### src/rtl/mux_sel_sequencer_if.sv
// rtl/mux_sel_sequencer_if.sv - control, mux drive and observation signals of the mux select sequencer
interface mux_sel_sequencer_if;
    logic       start;
    logic       stop;
    logic [1:0] y_in;
    logic       en_out;
    logic [1:0] s_out;
    logic       busy;
    logic       round_done;
    logic [7:0] round_cnt;
    logic [7:0] y_snap;

    // board controller / observer side
    modport master (
        output start, stop, y_in,
        input  en_out, s_out, busy, round_done, round_cnt, y_snap
    );

    // sequencer side
    modport slave (
        input  start, stop, y_in,
        output en_out, s_out, busy, round_done, round_cnt, y_snap
    );
endinterface

### src/rtl/mux_sel_sequencer.sv
// rtl/mux_sel_sequencer.sv - steps a 2-bit select mux through S=00..11 and EN toggles, snapshotting Y
module mux_sel_sequencer #(
    parameter int DWELL0 = 3,
    parameter int DWELL1 = 5,
    parameter int DWELL2 = 7,
    parameter int DWELL3 = 11,
    parameter int DWELL4 = 13,
    parameter int CW     = 4
) (
    input  logic                 clk,
    input  logic                 rst,
    mux_sel_sequencer_if.slave   bus
);

    // dwell counters are loaded with DWELLk-1 so each phase lasts exactly DWELLk cycles
    localparam logic [CW-1:0] LOAD0 = CW'(DWELL0 - 1);
    localparam logic [CW-1:0] LOAD1 = CW'(DWELL1 - 1);
    localparam logic [CW-1:0] LOAD2 = CW'(DWELL2 - 1);
    localparam logic [CW-1:0] LOAD3 = CW'(DWELL3 - 1);
    localparam logic [CW-1:0] LOAD4 = CW'(DWELL4 - 1);

    typedef enum logic [2:0] {
        IDLE = 3'd0,
        P0   = 3'd1,
        P1   = 3'd2,
        P2   = 3'd3,
        P3   = 3'd4,
        P4   = 3'd5
    } state_t;

    state_t        state_q, state_d;
    logic [CW-1:0] cnt_q, cnt_d;
    logic [1:0]    s_q, s_d;
    logic          en_q, en_d;
    logic [7:0]    snap_q, snap_d;
    logic [7:0]    rcnt_q, rcnt_d;
    logic          done_q, done_d;
    logic          busy_q, busy_d;

    // next-state and datapath: count down the dwell, act on the last cycle of each phase
    always_comb begin
        state_d = state_q;
        cnt_d   = cnt_q;
        s_d     = s_q;
        en_d    = en_q;
        snap_d  = snap_q;
        rcnt_d  = rcnt_q;
        done_d  = 1'b0;

        if (state_q == IDLE) begin
            // stop has priority over start; s_out/en_out are carried into the new run
            if (bus.start && !bus.stop) begin
                state_d = P0;
                cnt_d   = LOAD0;
            end
        end else if (bus.stop) begin
            // abort without performing the phase action; all outputs hold
            state_d = IDLE;
        end else if (cnt_q != '0) begin
            cnt_d = cnt_q - 1'b1;
        end else begin
            // y_in is captured on the same edge that S moves, so it reflects the old S
            case (state_q)
                P0: begin
                    s_d     = 2'b00;
                    state_d = P1;
                    cnt_d   = LOAD1;
                end
                P1: begin
                    snap_d[1:0] = bus.y_in;
                    s_d         = 2'b01;
                    state_d     = P2;
                    cnt_d       = LOAD2;
                end
                P2: begin
                    snap_d[3:2] = bus.y_in;
                    s_d         = 2'b10;
                    state_d     = P3;
                    cnt_d       = LOAD3;
                end
                P3: begin
                    snap_d[5:4] = bus.y_in;
                    s_d         = 2'b11;
                    state_d     = P4;
                    cnt_d       = LOAD4;
                end
                P4: begin
                    snap_d[7:6] = bus.y_in;
                    en_d        = ~en_q;
                    rcnt_d      = rcnt_q + 8'd1;
                    done_d      = 1'b1;
                    state_d     = P0;
                    cnt_d       = LOAD0;
                end
                default: begin
                    state_d = IDLE;
                    cnt_d   = '0;
                end
            endcase
        end

        busy_d = (state_d != IDLE);
    end

    // state and output registers; synchronous reset overrides everything
    always_ff @(posedge clk) begin
        if (rst) begin
            state_q <= IDLE;
            cnt_q   <= '0;
            s_q     <= 2'b00;
            en_q    <= 1'b0;
            snap_q  <= 8'h00;
            rcnt_q  <= 8'h00;
            done_q  <= 1'b0;
            busy_q  <= 1'b0;
        end else begin
            state_q <= state_d;
            cnt_q   <= cnt_d;
            s_q     <= s_d;
            en_q    <= en_d;
            snap_q  <= snap_d;
            rcnt_q  <= rcnt_d;
            done_q  <= done_d;
            busy_q  <= busy_d;
        end
    end

    assign bus.s_out      = s_q;
    assign bus.en_out     = en_q;
    assign bus.y_snap     = snap_q;
    assign bus.round_cnt  = rcnt_q;
    assign bus.round_done = done_q;
    assign bus.busy       = busy_q;

endmodule

### src/flat_wrapper.sv
// flat-port wrapper written by rule: the top's interface ports become plain ports
module mux_sel_sequencer_flat 
#(
    parameter int DWELL0 = 3,
    parameter int DWELL1 = 5,
    parameter int DWELL2 = 7,
    parameter int DWELL3 = 11,
    parameter int DWELL4 = 13,
    parameter int CW     = 4
)
  (clk, rst, bus_start, bus_stop, bus_y_in, bus_en_out, bus_s_out, bus_busy, bus_round_done, bus_round_cnt, bus_y_snap);
  mux_sel_sequencer_if bus_i ();
  input  logic clk;
  input  logic rst;
  input wire logic [$bits(bus_i.start)-1:0] bus_start;
  input wire logic [$bits(bus_i.stop)-1:0] bus_stop;
  input wire logic [$bits(bus_i.y_in)-1:0] bus_y_in;
  output wire logic [$bits(bus_i.en_out)-1:0] bus_en_out;
  output wire logic [$bits(bus_i.s_out)-1:0] bus_s_out;
  output wire logic [$bits(bus_i.busy)-1:0] bus_busy;
  output wire logic [$bits(bus_i.round_done)-1:0] bus_round_done;
  output wire logic [$bits(bus_i.round_cnt)-1:0] bus_round_cnt;
  output wire logic [$bits(bus_i.y_snap)-1:0] bus_y_snap;
  assign bus_i.start = bus_start;
  assign bus_i.stop = bus_stop;
  assign bus_i.y_in = bus_y_in;
  assign bus_en_out = bus_i.en_out;
  assign bus_s_out = bus_i.s_out;
  assign bus_busy = bus_i.busy;
  assign bus_round_done = bus_i.round_done;
  assign bus_round_cnt = bus_i.round_cnt;
  assign bus_y_snap = bus_i.y_snap;
  mux_sel_sequencer #(.DWELL0(DWELL0), .DWELL1(DWELL1), .DWELL2(DWELL2), .DWELL3(DWELL3), .DWELL4(DWELL4), .CW(CW)) u_core (.clk(clk), .rst(rst), .bus(bus_i));
endmodule
### config.mk
export PLATFORM = sky130hd
export DESIGN_NAME = mux_sel_sequencer_flat
export DESIGN_NICKNAME = d
export VERILOG_FILES = /design/src/rtl/mux_sel_sequencer_if.sv /design/src/rtl/mux_sel_sequencer.sv /design/src/flat_wrapper.sv
export SDC_FILE = /design/constraint.sdc
export NUM_CORES = 1
export LEC_CHECK = 0
export CELL_PAD_IN_SITES_DETAIL_PLACEMENT = 0
export CELL_PAD_IN_SITES_GLOBAL_PLACEMENT = 1
export CORE_MARGIN = 2
export CORE_UTILIZATION = 30
export DETAILED_ROUTE_END_ITERATION = 8
export GPL_TIMING_DRIVEN = 1
export PLACE_DENSITY = 0.67
export SLEW_MARGIN = 20
export SYNTH_ARGS = -nofsm -noshare
export SYNTH_HDL_FRONTEND = slang
export SYNTH_SLANG_ARGS = --single-unit
### constraint.sdc
create_clock -name clk -period 2.4 [get_ports clk]
set_input_delay 0.24 -clock clk [delete_from_list [all_inputs] [get_ports clk]]
set_output_delay 0.24 -clock clk [all_outputs]
set_load 0.1 [all_outputs]
==> impl_metrics.toml, run 1 <==
[yosys]
synth_edf_count = 0
synth_area_mm2 = 0.00137
synth_nets = 166
async_flop_share_pct = 0
ys_dominant_reg_cell = "dfxtp_1"
seq_area_frac_synth_pct = 40.9
ys_warn_count = 0
syn_area_per_cell_um2 = 8.78
syn-instance-count = 156
synthDistinctLibCells = 39
ys_seq_elements = 28

[die]
core_mm2 = 0.00438
initial_core_util_pct = 31.2
die_w_um = 71.6
fp.dieH_um = 71.6
boundaryPins = 27
die-area_mm2 = 0.00512
row_count = 24

[place]
place_hpwl_um = 2230
pre_cts_ws_ns = 0.252
dpl_cell_area_mm2 = 0.00163
numPortBuffers = 26
gp_congestion = 0.810

[run_status]
status = "completed"

[sta]
slew_violations = 0
final.min_clock_period_ns = 1.99
timing.slew.headroom_pct = 68.3
fmax_mhz = 502
setup_tns_ns = 0
rsz0062_at_grt = "no"
clock_skew_ns = 0.00696
period_share_pct = 83.0
setup_viol = 0
hold_viol = 0
worst_slack_ns = 0.409
max_slew.worst_pin.slew_ns = 0.473

[clock_tree]
cts-root-buf = "clkbuf_8"
cts_sinks = 28
cts_buffers = 3
hold_buffers = 0
clock_latency_ns = 0.27
cts_setup_buffers = 0
cts_tree = "built"
cts-htree-levels = 1
clock_path_buffers = 2
post_cts_resized = 0
cts.clk_slew.worst_paths_ns = 0.10

[global_route]
track_usage_pct = 12.7
grt_max_degree = 25
grt-ovfl-total = 0
grt_pass1_vias = 1154
grt_first_pass_wirelength_um = 5350
antenna_found_initial = 0

[min_path]
hold_class = "register to register"
hold_depth = 2

[drt]
antenna_left = 0
num_vias = 1206
drc_errors = 0
wl_um = 3060
wl_per_cell_um = 13.1
avgViaCountPerCell = 5.15
dr.first_iter.drc_count = 106
dr.pass1.iters = 4

[final_layout]
nFillCells = 461
final_layout_size_suffix_gt1_share_pct = 19.2
antenna_cells = 0
stdcell_area_mm2 = 0.00170
utilization_pct = 38.7
layout.nets = 193
areaGrowthSynthToFinish_pct = 23.8

[job]
maxCapViolCount = 0

[worst_setup_path]
endpoint_kind = "register"
r2r_cells = 6
startpoint_type = "register"
criticalPathCategory = "register to register"
required_ns = 2.61
arrival_ns = 2.21
path_max_fanout = 8

[power]
power.density_mw_per_mm2 = 544
ir_drop_mv = 0.210
p_leak_nw = 0.726
power.total_mw = 0.923
==> where the power goes <==
part	internal, mW	switching, mW	total [mW]	leakage [nW]
Combinational	0.0300	0.0488	0.0788	0.465
Clock	0.223	0.147	0.370	0.0357
Sequential	0.469	0.00506	0.474	0.226
==> routing by layer <==
metal	track usage [%]	part of all wire (%)
met5	0	0
met4	3.14	0.62
met3	2.67	4.4
met2	21.0	46
met1	17.1	49
==> cells by family after synthesis <==
family / count (synthesis) / synth area share (%)
AOI/OAI and AO/OA: 32 / 14.2
xor gates and xnor gates: 5 / 3.20
adders and majority gates: 4 / 3.65
buffers and inverters: 16 / 5.66
DFF: 28 / 40.9
muxes: 9 / 6.58
and+or+nand+nor: 62 / 25.8
==> registers in the layout, indices dropped and copies added (netlist names) <==
signal	count
u_core.bus.busy	1
u_core.bus.en_out	1
u_core.bus.round_cnt	8
u_core.bus.round_done	1
u_core.bus.s_out	2
u_core.bus.y_snap	8
u_core.cnt_q	4
u_core.state_q	3
==> synth_stat cells (2+ instances only) <==
| master | number | area share (%) |
|---|---|---|
| dfxtp_1 | 28 | 41 |
| nand2_1 | 9 | 2.5 |
| or4_1 | 2 | 1.1 |
| nor2b_1 | 3 | 1.4 |
| mux2i_1 | 9 | 6.6 |
| a211oi_1 | 3 | 1.6 |
| xor2_1 | 4 | 2.6 |
| a31oi_1 | 4 | 1.8 |
| nand3_1 | 4 | 1.5 |
| or3_1 | 5 | 2.3 |
| buf_6 | 2 | 1.6 |
| clkbuf_1 | 4 | 1.1 |
| nor3b_1 | 2 | 1.1 |
| or2_2 | 2 | 0.91 |
| o21ai_0 | 10 | 3.7 |
| buf_2 | 2 | 0.73 |
| nand4_1 | 4 | 1.8 |
| a21oi_1 | 8 | 2.9 |
| inv_1 | 8 | 2.2 |
| nor2_1 | 19 | 5.2 |
| nor3_1 | 3 | 1.1 |
| ha_1 | 4 | 3.7 |
==> placed cells by master (no fill, tap or decap), types with 2 or more instances in the layout <==
master           count
a211oi_1             3
a21oi_1              8
a31oi_1              4
buf_4               25
clkbuf_8             3
clkdlybuf4s50_1      5
dfxtp_1             28
ha_1                 4
inv_1                8
mux2i_1              9
nand2_1              9
nand3_1              4
nand4_1              4
nor2_1              19
nor2b_1              3
nor3_1               3
nor3b_1              2
o21ai_0             10
or2_2                2
or3_1                5
or4_1                2
xor2_1               4
==> final cells by class <==
| type | instances | area [um^2] | share of cell area [%] |
|---|---|---|---|
| clock buffers | 3 | 41.3 | 2.43 |
| clock inverters | 1 | 30.0 | 1.77 |
| well taps | 52 | 65.1 | 3.83 |
| flip-flops and latches | 28 | 561 | 33.0 |
| inverters | 8 | 30.0 | 1.77 |
| multi-input cells | 112 | 732 | 43.1 |
| repair buffers | 30 | 238 | 14.0 |
==> critical path, cell delays in order, from the launching register on <==
cell and delay, ns:
dfxtp_1 0.35, inv_1 0.09, ha_1 0.24, nor4b_4 0.45, nand4_1 0.24, or4_1 0.44, a21oi_1 0.14
==> path summary, 6_finish.rpt <==
check                       from                 endpoint  slack (ns)
max              u_core.cnt_q[0]  u_core.bus.round_cnt[6]        0.41
max reg2reg      u_core.cnt_q[0]  u_core.bus.round_cnt[6]        0.41
min          u_core.bus.s_out[0]      u_core.bus.s_out[0]        0.49
min reg2reg  u_core.bus.s_out[0]      u_core.bus.s_out[0]        0.49
==> stage by stage <==
stage | instances | hold WS (ns)
3_3_place_gp | 230 | 0.481
2_1_floorplan | 156 | 0.309
5_1_grt | 234 | 0.518
6_report | 234 | 0.492
4_1_cts | 234 | 0.501
3_5_place_dp | 230 | 0.487
Power figures use the tool's default switching activity.
==> run 2, diff against run 1 <==
- PLACE_DENSITY: 0.67 -> 0.7
- clock period: 2.4 -> 1.6 ns (I/O delays scaled with it)
==> run 2 against run 1 <==
The run now ends with negative setup slack left. Clock power up 51%. Die area unchanged. Cell area up 34%. Sequential cell count unchanged. Critical endpoint is now u_core.bus.busy. Register-to-register slack worse by 0.50 ns. Clock skew down 0.0013 ns. Global-route usage up 1.3 points.
==> impl_metrics.toml, run 2 (same netlist as run 1, synthesis figures left out) <==
[run_status]
status = "finished, violations left"
violations = "negative setup slack"

[worst_setup_path]
criticalPathCategory = "register to register"
r2r_cells = 6
crit_slowest_cell = "or3b_4"
required_ns = 1.76
worst-path-buf-inv = 1
timing.rr.start = "u_core.cnt_q[0]"
path_depth = 6
r2r_slack_ns = -0.09
arrival_ns = 1.85
startpoint_type = "register"
endpoint_kind = "register"
cpPeakStageDelay_ns = 0.43
regToRegEndpoint = "u_core.bus.busy"
crit_chain = "inv_2, ha_4, or3b_4, o21ai_2, a21oi_2, or3_1"
cp_top_family = "simple AND/OR/NAND/NOR gates"
path_max_fanout = 6

[sta]
worst_slack_ns = -0.0884
period_share_pct = 106
setup_tns_ns = -0.143
slew_violations = 0
max_slew.worst_pin.slew_ns = 0.344
rsz0062_at_grt = "yes"
final.min_clock_period_ns = 1.69
clock_skew_ns = 0.00564
fmax_mhz = 592
timing.slew.headroom_pct = 77.0
setup_viol = 3
hold_viol = 0

[min_path]
hold_depth = 2
hold_start = "u_core.bus.round_cnt[6]"
hold_class = "register to register"
hold_end = "u_core.bus.round_cnt[6]"

[final_layout]
stdcell_area_mm2 = 0.00227
nFillCells = 395
layout.nets = 215
final_layout_size_suffix_gt1_share_pct = 43.6
regArea_um2 = 582
layout_commonest_cell = "buf_4"
areaGrowthSynthToFinish_pct = 65.4
final_cell_mix = "buf_4 (24), buf_12 (22), nor2_1 (19), dfxtp_1 (17)"
utilization_pct = 51.7
antenna_cells = 0
multiInputGateArea_um2 = 833

[power]
p_leak_nw = 0.914
ir_drop_mv = 0.366
power.density_mw_per_mm2 = 642

[die]
core_mm2 = 0.00438
fp.dieH_um = 71.6
row_count = 24
initial_core_util_pct = 31.2
die-area_mm2 = 0.00512
die_w_um = 71.6
boundaryPins = 27

[clock_tree]
clock_path_buffers = 2
cts_sinks = 28
cts.clk_slew.worst_paths_ns = 0.10
cts-root-buf = "clkbuf_8"
cts_buffers = 3
cts-htree-levels = 1
cts_tree = "built"
clock_latency_ns = 0.27

[drt]
avgViaCountPerCell = 5.20
dr.first_iter.drc_count = 59
wl_per_cell_um = 13.3
dr.pass1.iters = 4
num_vias = 1331
drc_errors = 0
antenna_left = 0
wl_um = 3410

[global_route]
grt_max_degree = 25
grt_first_pass_wirelength_um = 5870
grt-ovfl-total = 0
grt_pass1_vias = 1285
track_usage_pct = 14.1
antenna_found_initial = 0

[place]
place_hpwl_um = 2460
dpl_cell_area_mm2 = 0.00208
gp_congestion = 0.931
numPortBuffers = 26

[job]
maxCapViolCount = 0
run 2: worst max path at each step:
stage / startpoint / endpoint / slack, ns
final: u_core.cnt_q[0] / u_core.bus.busy / -0.09
after global routing: u_core.cnt_q[0] / u_core.bus.busy / -0.16
after CTS: u_core.cnt_q[0] / u_core.bus.busy / -0.09
after detailed placement: bus_stop / u_core.bus.y_snap[2] / -0.19
after global placement: bus_stop / u_core.bus.y_snap[2] / -0.18
after floorplan: u_core.cnt_q[1] / u_core.bus.round_cnt[6] / -0.06
run 2: routing by layer:
layer / vias up / track usage, % / share of wire [%]
li1: 653 / - / -
met1: 646 / 18.6 / 44
met2: 28 / 23.4 / 51
met3: 4 / 3.09 / 4.6
met4: 0 / 3.56 / 0.73
met5: - / 0 / 0
run 2: layout make-up:
cell class,count,area share [%]
multi-input combinational,112,36.8
timing repair buffer,52,30.1
sequential,28,25.7
tap,52,2.87
clock buffer,3,1.82
inverter,8,1.44
clock inverter,1,1.33
run 2: where the power goes:
part / total [mW] / leakage, nW / internal [mW] / switching [mW]
clock: 0.558 / 0.0357 / 0.335 / 0.223
sequential: 0.707 / 0.232 / 0.699 / 0.00895
combinational: 0.188 / 0.646 / 0.0949 / 0.0930
total: 1.45 / 0.914 / 1.13 / 0.325
run 2: tightest hold or removal path: stages (launching register included):
cell     delay [ns]
dfxtp_2        0.36
o31ai_1        0.06
a21oi_1        0.05
run 2: per-stage QoR:
stage / power, mW / std cells / hold WS [ns] / setup WS [ns]
finish: 1.45 / 256 / 0.508 / -0.0884
global route: 1.51 / 256 / 0.536 / -0.156
CTS: 1.46 / 254 / 0.516 / -0.0920
global placement: 0.879 / 248 / 0.493 / -0.182
floorplan: 0.809 / 156 / 0.224 / -0.0602
detailed placement: 0.881 / 248 / 0.503 / -0.191
run 2: repair_timing:
| item | in CTS | in global routing |
|---|---|---|
| endpoints found under the setup margin | 8 | 21 |
| hold buffers | 0 | 0 |
| hold endpoints to repair | 0 | 0 |
| gates resized for setup | 17 | 6 |
| pin swaps | 7 | 7 |
| buffers inserted | 2 | 2 |
==> run 3, diff against run 2 <==
- CAP_MARGIN: unset -> 20
==> results of run 3 <==
Final layout, timing and power as in run 2 (identical DEF).
